===== src/rtl/video_gen_if.sv =====
// Video RAM fetch bus between the video generator and its plane memory.
// The generator is the master: it drives the address and plane select,
// and the memory returns one byte of plane data.
interface video_gen_if #(
    parameter int AW = 13
);
    logic [7:0]    d;
    logic [1:0]    b;
    logic [AW-1:0] a;

    modport master (input d, output b, output a);
    modport slave  (output d, input b, input a);
endinterface


===== src/rtl/video_gen.sv =====
// video_gen: PAL-style raster generator with a four-plane bitmap fetch
// (blue, red, greenx, green), border/blank colouring, composite sync and a
// timed, acknowledgeable frame interrupt.
// Optional feature macro: SCANLINE_EN -- when defined, active pixels on odd
// lines are dimmed to {0, 1..1} per lit channel.
module video_gen #(
    parameter int HTOTAL       = 448,
    parameter int VTOTAL       = 312,
    parameter int HACTIVE      = 256,
    parameter int VACTIVE      = 248,
    parameter int HBLANK_START = 320,
    parameter int HBLANK_END   = 415,
    parameter int HSYNC_START  = 344,
    parameter int HSYNC_END    = 375,
    parameter int VSYNC_START  = 272,
    parameter int VSYNC_END    = 275,
    parameter int INT_LEN      = 64,
    parameter int CW           = 3
) (
    input  logic            clock,
    input  logic            reset,
    input  logic            ce,
    input  logic            altg,
    input  logic [2:0]      border,
    input  logic            intAck,
    output logic            int_n,
    output logic [1:0]      stdn,
    output logic [1:0]      sync,
    output logic [3*CW-1:0] rgb,
    video_gen_if.master     ram
);
    localparam int HBITS = $clog2(HACTIVE);
    localparam int VBITS = $clog2(VACTIVE);
    localparam int AW    = VBITS + HBITS - 3;
    localparam int HW    = $clog2(HTOTAL);
    localparam int VW    = $clog2(VTOTAL);
    localparam int TW    = $clog2(INT_LEN);

    localparam logic [HW-1:0] H_LAST  = HW'(HTOTAL - 1);
    localparam logic [VW-1:0] V_LAST  = VW'(VTOTAL - 1);
    localparam logic [HW-1:0] H_ACT   = HW'(HACTIVE);
    localparam logic [VW-1:0] V_ACT   = VW'(VACTIVE);
    localparam logic [VW-1:0] V_BLK_E = VW'(VACTIVE + 8);
    localparam logic [HW-1:0] HB_S    = HW'(HBLANK_START);
    localparam logic [HW-1:0] HB_E    = HW'(HBLANK_END);
    localparam logic [HW-1:0] HS_S    = HW'(HSYNC_START);
    localparam logic [HW-1:0] HS_E    = HW'(HSYNC_END);
    localparam logic [VW-1:0] VS_S    = VW'(VSYNC_START);
    localparam logic [VW-1:0] VS_E    = VW'(VSYNC_END);
    localparam logic [HW-1:0] H_INT   = HW'(2);
    localparam logic [TW-1:0] T_LAST  = TW'(INT_LEN - 1);

    typedef enum logic {IDLE, PEND} int_state_t;

    logic [HW-1:0] h_count;
    logic [VW-1:0] v_count;
    logic          data_enable;
    logic          video_enable;
    logic [7:0]    blue, red, greenx;
    logic [7:0]    blue_sr, red_sr, greenx_sr, green_sr;
    logic          blank, hsync, vsync, int_entry, g_bit;
    logic [AW-1:0] addr;
    int_state_t    state, state_next;
    logic [TW-1:0] timer, timer_next;

    function automatic logic [CW-1:0] expand(input logic on);
        return {CW{on}};
    endfunction

`ifdef SCANLINE_EN
    function automatic logic [CW-1:0] dim(input logic on);
        return on ? {1'b0, {(CW-1){1'b1}}} : '0;
    endfunction
`endif

    assign data_enable = (h_count < H_ACT) && (v_count < V_ACT);
    assign blank       = ((h_count >= HB_S) && (h_count <= HB_E)) ||
                         ((v_count >= V_ACT) && (v_count < V_BLK_E));
    assign hsync       = (h_count >= HS_S) && (h_count <= HS_E);
    assign vsync       = (v_count >= VS_S) && (v_count <= VS_E);
    assign int_entry   = (v_count == V_ACT) && (h_count == H_INT);
    assign g_bit       = altg ? greenx_sr[7] : green_sr[7];
    assign addr        = {v_count[VBITS-1:0], h_count[HBITS-1:3]};

    assign stdn  = 2'b01;
    assign sync  = reset ? {1'b1, ~(hsync | vsync)} : 2'b11;
    assign int_n = reset ? (state != PEND) : 1'b1;
    assign ram.a = reset ? addr : '0;
    assign ram.b = reset ? h_count[2:1] : '0;

    // Raster position: pixel counter wraps each line, line counter each frame.
    always_ff @(posedge clock) begin
        if (!reset) begin
            h_count <= '0;
            v_count <= '0;
        end else if (ce) begin
            if (h_count == H_LAST) begin
                h_count <= '0;
                v_count <= (v_count == V_LAST) ? '0 : v_count + 1'b1;
            end else begin
                h_count <= h_count + 1'b1;
            end
        end
    end

    // Plane fetch: latch three planes mid-group, then load all four shifters
    // at the last slot so the byte plays out over the following 8 ticks.
    always_ff @(posedge clock) begin
        if (!reset) begin
            video_enable <= 1'b0;
            blue         <= '0;
            red          <= '0;
            greenx       <= '0;
            blue_sr      <= '0;
            red_sr       <= '0;
            greenx_sr    <= '0;
            green_sr     <= '0;
        end else if (ce) begin
            if (h_count[2]) video_enable <= data_enable;
            if (data_enable) begin
                case (h_count[2:0])
                    3'd1:    blue   <= ram.d;
                    3'd3:    red    <= ram.d;
                    3'd5:    greenx <= ram.d;
                    default: ;
                endcase
            end
            if ((h_count[2:0] == 3'd7) && video_enable) begin
                blue_sr   <= blue;
                red_sr    <= red;
                greenx_sr <= greenx;
                green_sr  <= ram.d;
            end else begin
                blue_sr   <= {blue_sr[6:0], 1'b0};
                red_sr    <= {red_sr[6:0], 1'b0};
                greenx_sr <= {greenx_sr[6:0], 1'b0};
                green_sr  <= {green_sr[6:0], 1'b0};
            end
        end
    end

    // Colour output: blanking beats border, border beats bitmap pixels.
    always_comb begin
        rgb = {expand(border[2]), expand(border[1]), expand(border[0])};
        if (reset) begin
            if (blank) begin
                rgb = '0;
            end else if (video_enable) begin
                rgb = {expand(red_sr[7]), expand(g_bit), expand(blue_sr[7])};
`ifdef SCANLINE_EN
                if (v_count[0]) rgb = {dim(red_sr[7]), dim(g_bit), dim(blue_sr[7])};
`endif
            end
        end
    end

    // Interrupt state and timeout timer registers.
    always_ff @(posedge clock) begin
        if (!reset) begin
            state <= IDLE;
            timer <= '0;
        end else if (ce) begin
            state <= state_next;
            timer <= timer_next;
        end
    end

    // Interrupt next state: frame entry has priority over acknowledge/timeout.
    always_comb begin
        state_next = state;
        timer_next = timer;
        if (int_entry) begin
            state_next = PEND;
            timer_next = '0;
        end else if (state == PEND) begin
            if (intAck || (timer == T_LAST)) state_next = IDLE;
            else                             timer_next = timer + 1'b1;
        end
    end
endmodule


===== src/flat_wrapper.sv =====
// flat-port wrapper written by rule: the top's interface ports become plain ports
module video_gen_flat 
#(
    parameter int HTOTAL       = 448,
    parameter int VTOTAL       = 312,
    parameter int HACTIVE      = 256,
    parameter int VACTIVE      = 248,
    parameter int HBLANK_START = 320,
    parameter int HBLANK_END   = 415,
    parameter int HSYNC_START  = 344,
    parameter int HSYNC_END    = 375,
    parameter int VSYNC_START  = 272,
    parameter int VSYNC_END    = 275,
    parameter int INT_LEN      = 64,
    parameter int CW           = 3
)
  (clock, reset, ce, altg, border, intAck, int_n, stdn, sync, rgb, ram_d, ram_b, ram_a);
  video_gen_if #(.AW(13)) ram_i ();
  input  logic clock;
  input  logic reset;
  input  logic ce;
  input  logic altg;
  input  logic [2:0] border;
  input  logic intAck;
  output logic int_n;
  output logic [1:0] stdn;
  output logic [1:0] sync;
  output logic [3*CW-1:0] rgb;
  input wire logic [$bits(ram_i.d)-1:0] ram_d;
  output wire logic [$bits(ram_i.b)-1:0] ram_b;
  output wire logic [$bits(ram_i.a)-1:0] ram_a;
  assign ram_i.d = ram_d;
  assign ram_b = ram_i.b;
  assign ram_a = ram_i.a;
  video_gen #(.HTOTAL(HTOTAL), .VTOTAL(VTOTAL), .HACTIVE(HACTIVE), .VACTIVE(VACTIVE), .HBLANK_START(HBLANK_START), .HBLANK_END(HBLANK_END), .HSYNC_START(HSYNC_START), .HSYNC_END(HSYNC_END), .VSYNC_START(VSYNC_START), .VSYNC_END(VSYNC_END), .INT_LEN(INT_LEN), .CW(CW)) u_core (.clock(clock), .reset(reset), .ce(ce), .altg(altg), .border(border), .intAck(intAck), .int_n(int_n), .stdn(stdn), .sync(sync), .rgb(rgb), .ram(ram_i));
endmodule

===== config.mk =====
export PLATFORM = sky130hd
export DESIGN_NAME = video_gen_flat
export DESIGN_NICKNAME = d
export VERILOG_FILES = /design/src/rtl/video_gen_if.sv /design/src/rtl/video_gen.sv /design/src/flat_wrapper.sv
export SDC_FILE = /design/constraint.sdc
export NUM_CORES = 1
export LEC_CHECK = 0
export ABC_AREA = 1
export CAP_MARGIN = 30
export CORE_AREA = 2 2 101 103
export CTS_CLUSTER_DIAMETER = 100
export DETAILED_ROUTE_END_ITERATION = 10
export DIE_AREA = 0 0 103 105
export REMOVE_ABC_BUFFERS = 1
export SETUP_SLACK_MARGIN = 0.1
export SLEW_MARGIN = 20
export SYNTH_ARGS = -nofsm -noshare
export SYNTH_HDL_FRONTEND = slang
export SYNTH_SLANG_ARGS = --single-unit

===== constraint.sdc =====
create_clock -name clock -period 1.9 [get_ports clock]
set_input_delay 0.38 -clock clock [delete_from_list [all_inputs] [get_ports clock]]
set_output_delay 0.38 -clock clock [all_outputs]
set_load 0.01 [all_outputs]

==> results of run 1 <==
-- layout make-up --
| cell class | count | area [sq um] | area share |
|---|---|---|---|
| Clock buffer | 12 | 155 | 0.0289 |
| Tap cell | 133 | 166 | 0.0310 |
| Timing Repair Buffer | 92 | 762 | 0.142 |
| Timing Repair inverter | 1 | 7.51 | 0.00140 |
| Multi-Input combinational cell | 410 | 2190 | 0.407 |
| Sequential cell | 82 | 1660 | 0.309 |
| Inverter | 95 | 360 | 0.0671 |
| Clock inverter | 4 | 73.8 | 0.0137 |
-- routing by layer --
metal	up-vias	part of all wire
met5	-	0
met4	0	0.020
met3	19	0.029
met2	68	0.49
met1	1904	0.46
li1	2111	-
-- worst min path at each step --
stage	cells after the start	slack (ns)	startpoint	to
floorplan	2	0.44	u_core.blue[0]	u_core.blue[0]
detailed placement	2	0.46	u_core.blue[3]	u_core.blue[3]
global route	2	0.48	u_core.blue[4]	u_core.blue[4]
CTS	4	0.47	ce	u_core.h_count[0]
finish	2	0.46	u_core.blue[3]	u_core.blue[3]
global placement	2	0.45	u_core.blue[5]	u_core.blue[5]
-- layout by cell type, fill, tap and decap left out, types with 3 or more instances in the layout --
| cell | n |
|---|---|
| nor2_1 | 57 |
| o211ai_1 | 42 |
| inv_2 | 3 |
| nand2_4 | 4 |
| dfxtp_2 | 8 |
| conb_1 | 3 |
| buf_12 | 3 |
| dlygate4sd2_1 | 15 |
| ha_1 | 7 |
| nand4_1 | 6 |
| a21oi_1 | 27 |
| clkbuf_8 | 11 |
| nand2_2 | 7 |
| inv_1 | 91 |
| o21ai_0 | 10 |
| nor3_1 | 5 |
| clkdlybuf4s50_1 | 13 |
| dfxtp_1 | 72 |
| a21oi_2 | 3 |
| nor3b_1 | 4 |
| nor3_2 | 6 |
| buf_4 | 46 |
| nand2_1 | 146 |
| nor2_2 | 6 |
| nand3_2 | 7 |
| buf_2 | 12 |
| nand3_1 | 54 |
-- worst min-delay path, stage by stage (launching register included) --
cell     delay, ns
dfxtp_1       0.31
nand2_1       0.06
a21oi_1       0.05
-- synth_stat cells, drive strengths merged --
cell type | n | share of area
o22ai | 1 | 0.0015
inv | 95 | 0.083
a21oi | 30 | 0.035
xnor2 | 2 | 0.0041
and3 | 1 | 0.0015
nor3b | 4 | 0.0070
o211ai | 42 | 0.074
nand2 | 157 | 0.14
conb | 2 | 0.0018
xor2 | 2 | 0.0041
mux2i | 2 | 0.0047
nor3 | 11 | 0.016
ha | 9 | 0.026
nor2 | 65 | 0.060
nand4 | 6 | 0.0088
clkbuf | 13 | 0.011
dfxtp | 82 | 0.38
buf | 25 | 0.039
o21ai | 12 | 0.014
nand3 | 63 | 0.082
-- power by group through the flow --
| stage | combinational (W) | clock [W] | sequential [W] |
|---|---|---|---|
| floorplan | 0.000139 | 0 | 0.00183 |
| global route | 0.000341 | 0.00155 | 0.00181 |
| detailed placement | 0.000306 | 0 | 0.00184 |
| global placement | 0.000299 | 0 | 0.00184 |
| finish | 0.000304 | 0.00145 | 0.00180 |
| CTS | 0.000302 | 0.00148 | 0.00180 |
-- logic make-up after synthesis --
logic type,Yosys count,synth area share
flip-flops,82,0.383
multiplexers,2,0.00467
XOR/XNOR,4,0.00818
other,2,0.00175
AO/OA/AOI/OAI,85,0.124
AND/OR/NAND/NOR,307,0.319
buffers and inverters,133,0.133
adder cells (fa/ha/maj),9,0.0263
-- sequential cells by signal (all words and copies together), names as in the netlist --
signal,flops
u_core.blue,8
u_core.blue_sr,8
u_core.green_sr,8
u_core.greenx,8
u_core.greenx_sr,8
u_core.h_count,9
u_core.red,8
u_core.red_sr,8
u_core.state,1
u_core.timer,6
u_core.v_count,9
u_core.video_enable,1
-- timing repair --
action / CTS / global route
setup endpoints to repair: 50 / 58
setup buffers: 4 / 4
gates resized for setup: 74 / 32
hold buffers: 0 / 0
pin swaps: 8 / 10
cloned: 1 / 0
-- per-stage QoR --
stage                     total power (W)  cell area (sq um)  hold WS [ns]  cells
after floorplan                   0.00197               4070         0.441    587
after CTS                         0.00359               5230         0.466    825
after global placement            0.00214               4990         0.452    804
after global routing              0.00370               5370         0.485    829
final                             0.00356               5370         0.464    829
after detailed placement          0.00215               4990         0.456    804
==> results.sh, run 1 <==
export IMPL_pwr_share_seq=0.507
export IMPL_use_met1=0.251
export IMPL_cp_top_family="flip-flops"
export IMPL_path_class="reg -> out"
export IMPL_drt_iter0_markers=143
export IMPL_clock_skew_ns=0.00649
export IMPL_cell_internal_pwr_w=0.00271
export IMPL_antenna_found_initial=0
export IMPL_critPathLaunchType="flop"
export IMPL_cp_end_kind="output pin"
export IMPL_use_met2=0.351
export IMPL_initial_core_util=0.445
export IMPL_n_antenna_cell=0
export IMPL_final_setup_worst_slack_ns=0.0149
export IMPL_min_period_ns=1.89
export IMPL_via_per_inst=4.95
export IMPL_syn_inst=624
export IMPL_cts_max_path_buffers=2
export IMPL_dp_hpwl_mm=7.35
export IMPL_crit_slowest_cell="dfxtp_4"
export IMPL_drv_slew=0
export IMPL_final_hold_viol_count=0
export IMPL_power_density_nw_per_um2=662
export IMPL_p_sw_w=0.000846
export IMPL_gp_congestion=0.869
export IMPL_cts_buffers=9
export IMPL_critical_path_buf_inv_count=1
export IMPL_grt_usage=0.204
export IMPL_syn_cell_area_sq_um=4290
export IMPL_yosysSeqAreaShare=0.383
export IMPL_crit_required_ns=1.52
export IMPL_r2r_slack_ns=0.21
export IMPL_p_sw_frac=0.238
export IMPL_dp_slack_ns=-0.498
export IMPL_clock_sinks=82
export IMPL_core_rowCount=36
export IMPL_cts_root_buffer="clkbuf_8"
export IMPL_reg2reg_to="u_core.timer[1]"
export IMPL_grt_max_degree=56
export IMPL_drv_cap=0
export IMPL_die_area_sq_um=10800
export IMPL_avgSynthCellArea_sq_um=6.87
export IMPL_vias=4102
export IMPL_ios=45
export IMPL_clk_latency_ns=0.35
export IMPL_routed_wl_mm=10.5
export IMPL_io_buffer_count=41
export IMPL_cts_tree="done"
export IMPL_period_share=0.992
export IMPL_startpoint="u_core.h_count[1]"
export IMPL_nets=716
export IMPL_max_freq_ghz=0.530
export IMPL_tns_ns=0
export IMPL_drive_above_1_share=0.191
export IMPL_grt_pass1_wl_mm=17.8
export IMPL_finalSetupViolCount=0
export IMPL_n_fill_cell=974
export IMPL_cp_max_fo=3
export IMPL_run_status="finished clean"
export IMPL_crit_chain="ha_4 -> nand2_2 -> o21ai_2 -> nand3_2 -> nand3_2 -> a21oi_2 -> buf_2"
export IMPL_cpPeakStageDelay_ns=0.37
export IMPL_ant_nets=0
export IMPL_die_w_um=103
export IMPL_ys_warn_count=0
export IMPL_clk_pin_slew_ns=0.09
export IMPL_pwr_share_clk=0.408
export IMPL_busiest_layer="met2"
export IMPL_drc=0
export IMPL_drt_pass1_iterations=4
export IMPL_synth_cell_type_count=30
export IMPL_reg2reg_depth=11
export IMPL_wl_per_cell_um=12.7
export IMPL_setup_worst_path_end="rgb[4]"
export IMPL_grt_pass1_vias=3946
export IMPL_ys_ff_latch=82
export IMPL_rsz0062_at_grt="true"
export IMPL_combPwrFrac=0.086
export IMPL_met3_usage=0.0348
export IMPL_ctsHtreeMaxLevel=3
export IMPL_chipHeight_um=105
export IMPL_syn2layout_area_growth_pct=25.3
export IMPL_min_path_type="reg -> reg"
export IMPL_power_static_leakage_nw=2.65
export IMPL_coreArea_sq_um=9640
export IMPL_crit_arrival_ns=1.51
export IMPL_r2r_start="u_core.h_count[1]"
export IMPL_cp_depth=7
export IMPL_grt_overflow=0
export IMPL_cpMostUsedCell="nand3_2"
export IMPL_fin_util=0.557
export IMPL_ir_drop_mv=0.473
No activity file was read; power rests on OpenSTA's default activity.
==> run 2: changes to the inputs <==
- CORE_AREA: 2 2 101 103 -> 2 2 123 125
- DIE_AREA: 0 0 103 105 -> 0 0 125 127
- clock period: 1.9 -> 2 ns (I/O delays scaled with it)
==> run 2 against run 1 <==
Total power decreased by 0.66%. Non-clock buffer count shrank 7. Critical path depth stayed put. Design area is 1.5% higher. Largest cell class unchanged. Critical path type unchanged.
==> results.sh, run 2 (synthesis results as in run 1) <==
export IMPL_finalSetupViolCount=0
export IMPL_drv_slew=0
export IMPL_vias=4034
export IMPL_n_fill_cell=1563
export IMPL_dp_hpwl_mm=7.17
export IMPL_dp_cells=855
export IMPL_antenna_found_initial=0
export IMPL_critPathLaunchType="flop"
export IMPL_clock_skew_ns=0.00549
export IMPL_n_antenna_cell=0
export IMPL_cp_max_fo=3
export IMPL_largest_registers="u_core.h_count: 9 flops, u_core.v_count: 9 flops"
export IMPL_final_hold_viol_count=0
export IMPL_io_buffer_count=41
export IMPL_final_cell_mix="148 x nand2_1, 92 x inv_1, 78 x dfxtp_1"
export IMPL_grt_overflow=0
export IMPL_via_per_inst=4.62
export IMPL_core_rowCount=44
export IMPL_grt_usage=0.134
export IMPL_die_w_um=125
export IMPL_cts_buffers=9
export IMPL_power_static_leakage_nw=2.67
export IMPL_grt_pass1_wl_mm=17.6
export IMPL_cts_tree="done"
export IMPL_cts_max_path_buffers=2
export IMPL_min_path_type="reg -> reg"
export IMPL_max_freq_ghz=0.528
export IMPL_grt_pass1_vias=3741
export IMPL_path_class="reg -> out"
export IMPL_drc=0
export IMPL_clk_latency_ns=0.34
export IMPL_crit_arrival_ns=1.49
export IMPL_ios=45
export IMPL_fin_util=0.378
export IMPL_power_density_nw_per_um2=648
export IMPL_ctsHtreeMaxLevel=3
export IMPL_drv_cap=0
export IMPL_crit_required_ns=1.60
export IMPL_grt_max_degree=47
export IMPL_run_status="finished clean"
export IMPL_wl_per_cell_um=12.1
export IMPL_total_power_w=0.00353
export IMPL_chipHeight_um=127
export IMPL_routed_wl_mm=10.6
export IMPL_final_common_cell="nand2_1"
export IMPL_drive_above_1_share=0.164
export IMPL_syn2layout_area_growth_pct=27.2
export IMPL_r2r_slack_ns=0.25
export IMPL_clk_pin_slew_ns=0.06
export IMPL_gp_congestion=0.877
export IMPL_whs_ns=0.461
export IMPL_cts_root_buffer="clkbuf_16"
export IMPL_initial_core_util=0.297
export IMPL_coreArea_sq_um=14400
export IMPL_layout_cells_non_filler=873
export IMPL_rsz0062_at_grt="true"
export IMPL_drt_iter0_markers=307
export IMPL_ir_drop_mv=0.350
export IMPL_min_period_ns=1.89
export IMPL_drt_pass1_iterations=5
export IMPL_cp_end_kind="output pin"
export IMPL_clock_sinks=82
export IMPL_cts_hold_buffers=0
export IMPL_nets=709
export IMPL_period_share=0.947
export IMPL_die_area_sq_um=15900
export IMPL_ant_nets=0
## run 2: per-layer routing
layer	vias up	global-route usage	wire, um
li1	2108	-	-
met1	1854	0.180	5210
met2	67	0.217	4820
met3	5	0.0377	450
met4	0	0.0255	73
met5	-	0	0
## run 2: cell type report
type	count	area, sq um	share of cell area
Multi-Input combinational cell	410	2190	0.402
Sequential cell	82	1650	0.303
Timing Repair Buffer	85	741	0.136
Inverter	95	360	0.0661
Tap cell	184	230	0.0422
Clock buffer	10	229	0.0420
Clock inverter	6	43.8	0.00803
Timing Repair inverter	1	7.51	0.00138
## run 2: worst paths after layout
check        depth (start not counted)              to         startpoint
min                                  2  u_core.blue[5]     u_core.blue[5]
min reg2reg                          2  u_core.blue[5]     u_core.blue[5]
max reg2reg                         10   u_core.red[3]  u_core.v_count[8]
max                                  7          rgb[1]  u_core.h_count[1]
## run 2: stage by stage
stage	setup slack, ns	cell area (sq um)	setup TNS [ns]
2_1_floorplan	-0.240	4070	-5.70
3_3_place_gp	-0.387	5040	-1.72
3_5_place_dp	-0.373	5040	-1.72
4_1_cts	0.00862	5290	0
5_1_grt	0.00263	5450	0
6_report	0.106	5450	0
## run 2: power breakdown
group | total [W] | switching [W] | leakage, nW | internal, W
Clock | 0.00153 | 0.000692 | 0.132 | 0.000843
Sequential | 0.00171 | 0.0000296 | 0.670 | 0.00168
Combinational | 0.000285 | 0.000166 | 1.87 | 0.000120
## run 2: repair_timing
| action | CTS | global route |
|---|---|---|
| buffers inserted | 0 | 2 |
| cloned | 0 | 1 |
| pin swaps | 7 | 8 |
| resized for setup | 55 | 36 |
| setup endpoints to repair | 13 | 45 |
## run 2: worst max-delay path, stage by stage, from the launching register on
cell,delay [ns]
dfxtp_4,0.37
ha_4,0.16
nand2_2,0.07
o21ai_2,0.06
nand3_2,0.10
nand2_4,0.08
a21oi_4,0.19
buf_6,0.13
==> run 3: changes to the inputs <==
- CORE_AREA: 2 2 123 125 -> 5 5 126 128
- DIE_AREA: 0 0 125 127 -> 0 0 131 133
==> run 3 against run 2 <==
Clock power up 20%. Global-route usage is 1.1 points lower. Flip-flop and latch count is the same. Setup slack worse by 0.0017 ns. Die area increased by 9.8%. Non-clock buffer count grew 6. Sequential share of layout area is 0.97 points lower. Worst hold slack better by 0.0024 ns. Via count down 0.89%. Critical path depth stayed put. Combinational power increased by 7.7%. Critical path type unchanged. Largest cell class unchanged. Largest power group is now clock. Highest routed layer unchanged.
==> results.sh, run 3 (synthesis results as in run 1) <==
export IMPL_run_status="finished clean"
export IMPL_grt_pass1_vias=3715
export IMPL_crit_required_ns=1.60
export IMPL_cts_hold_buffers=0
export IMPL_min_path_type="reg -> reg"
export IMPL_max_freq_ghz=0.528
export IMPL_drt_iter0_markers=373
export IMPL_ir_drop_mv=0.350
export IMPL_hold_end="u_core.blue[6]"
export IMPL_r2r_slack_ns=0.20
export IMPL_cp_max_fo=3
export IMPL_tns_ns=0
export IMPL_clk_pin_slew_ns=0.07
export IMPL_drt_pass1_iterations=4
export IMPL_routed_wl_mm=10.7
export IMPL_n_fill_cell=1553
export IMPL_clock_skew_ns=0.00738
export IMPL_combPwrFrac=0.080
export IMPL_pwr_share_clk=0.475
export IMPL_p_sw_w=0.000923
export IMPL_drive_above_1_share=0.177
export IMPL_period_share=0.948
export IMPL_grt_usage=0.123
export IMPL_min_delay_start="u_core.blue[6]"
export IMPL_critPathLaunchType="flop"
export IMPL_cts_max_path_buffers=2
export IMPL_nets=716
export IMPL_cts_tree="done"
export IMPL_power_static_leakage_nw=2.86
export IMPL_path_class="reg -> out"
export IMPL_final_cell_mix="148 x nand2_1, 92 x inv_1, 77 x dfxtp_1"
export IMPL_io_buffer_count=41
export IMPL_p_sw_frac=0.240
export IMPL_drv_slew=0
export IMPL_ios=45
export IMPL_gp_congestion=0.837
export IMPL_reg2reg_depth=11
export IMPL_via_per_inst=4.52
export IMPL_antenna_found_initial=0
export IMPL_rsz0062_at_grt="true"
export IMPL_final_common_cell="nand2_1"
export IMPL_wl_per_cell_um=12.1
export IMPL_vias=3998
export IMPL_ant_nets=0
export IMPL_grt_overflow=0
export IMPL_cts_root_buffer="clkbuf_16"
export IMPL_core_rowCount=45
export IMPL_initial_core_util=0.291
export IMPL_chipHeight_um=133
export IMPL_crit_arrival_ns=1.50
export IMPL_cpPeakStageDelay_ns=0.38
export IMPL_die_area_sq_um=17400
export IMPL_drc=0
export IMPL_finalSetupViolCount=0
export IMPL_cell_internal_pwr_w=0.00293
export IMPL_power_density_nw_per_um2=683
export IMPL_clk_latency_ns=0.35
export IMPL_cp_end_kind="output pin"
export IMPL_crit_slowest_cell="dfxtp_4"
export IMPL_ctsHtreeMaxLevel=3
export IMPL_final_hold_viol_count=0
export IMPL_grt_pass1_wl_mm=17.8
export IMPL_syn2layout_area_growth_pct=31.5
export IMPL_min_period_ns=1.90
export IMPL_drv_cap=0
export IMPL_total_power_w=0.00385
export IMPL_crit_chain="ha_4 -> nand2_2 -> o21ai_2 -> nand3_2 -> nand2_4 -> a21oi_4 -> buf_2"
export IMPL_r2r_start="u_core.h_count[0]"
export IMPL_die_w_um=131
export IMPL_largest_registers="u_core.h_count: 9 flops, u_core.v_count: 9 flops"
export IMPL_dp_hpwl_mm=7.16
export IMPL_coreArea_sq_um=14800
export IMPL_startpoint="u_core.h_count[0]"
export IMPL_clock_sinks=82
export IMPL_hold_path_depth=2
export IMPL_pwr_share_seq=0.445
export IMPL_n_antenna_cell=0
export IMPL_reg2reg_to="u_core.greenx_sr[4]"
export IMPL_grt_max_degree=81
export IMPL_cts_buffers=9
==> run 3: power by group through the flow <==
stage          sequential (W)  clock (W)  combinational, W
6_report              0.00171    0.00183          0.000307
5_1_grt               0.00172    0.00194          0.000344
4_1_cts               0.00171    0.00187          0.000299
3_5_place_dp          0.00175          0          0.000296
3_3_place_gp          0.00175          0          0.000293
2_1_floorplan         0.00174          0          0.000132
==> run 3: worst max-delay path: cells and delay by family (launching register included) <==
family	cells	cell delay, ns
buffers and inverters	1	0.15
AO/OA/AOI/OAI	2	0.18
flip-flops	1	0.38
AND/OR/NAND/NOR	3	0.29
adder cells (fa/ha/maj)	1	0.15
==> run 3: how the worst max path moves through the flow <==
| stage | to | slack (ns) | cells after the start |
|---|---|---|---|
| after global routing | sync[0] | 0.02 | 8 |
| after CTS | rgb[8] | 0.03 | 7 |
| after detailed placement | rgb[4] | -0.38 | 5 |
| final | rgb[7] | 0.10 | 7 |
| after floorplan | u_core.greenx_sr[6] | -0.24 | 8 |
| after global placement | rgb[5] | -0.38 | 6 |
==> run 3: stage by stage <==
stage          setup WS [ns]  instance area (sq um)   util  hold WS, ns  std cells
6_report               0.104                   5640  0.382        0.464        884
2_1_floorplan         -0.240                   4070      -        0.441        587
3_3_place_gp          -0.376                   5060  0.343        0.451        859
4_1_cts               0.0299                   5420  0.368        0.463        877
5_1_grt               0.0185                   5640  0.382        0.480        884
3_5_place_dp          -0.376                   5060  0.343        0.454        859
==> run 3: layout make-up <==
class / count / area [sq um] / share of cell area
Inverter: 95 / 360 / 0.0639
Clock buffer: 9 / 225 / 0.0400
Clock inverter: 7 / 98.8 / 0.0175
Sequential cell: 82 / 1650 / 0.293
Multi-Input combinational cell: 410 / 2190 / 0.389
Tap cell: 188 / 235 / 0.0417
Timing Repair inverter: 2 / 15.0 / 0.00266
Timing Repair Buffer: 91 / 855 / 0.152
==> run 3: timing repair <==
item | 4_1_cts | 5_1_grt
gates cloned | 1 | 2
endpoints found under the setup margin | 25 | 54
gates resized for setup | 62 | 42
buffers inserted | 1 | 5
pin swaps | 9 | 12
==> run 3: per-layer routing <==
layer,GRT usage,share of wire
met5,0,0
met4,0.0206,0.0095
met3,0.0343,0.049
met2,0.189,0.45
met1,0.174,0.49
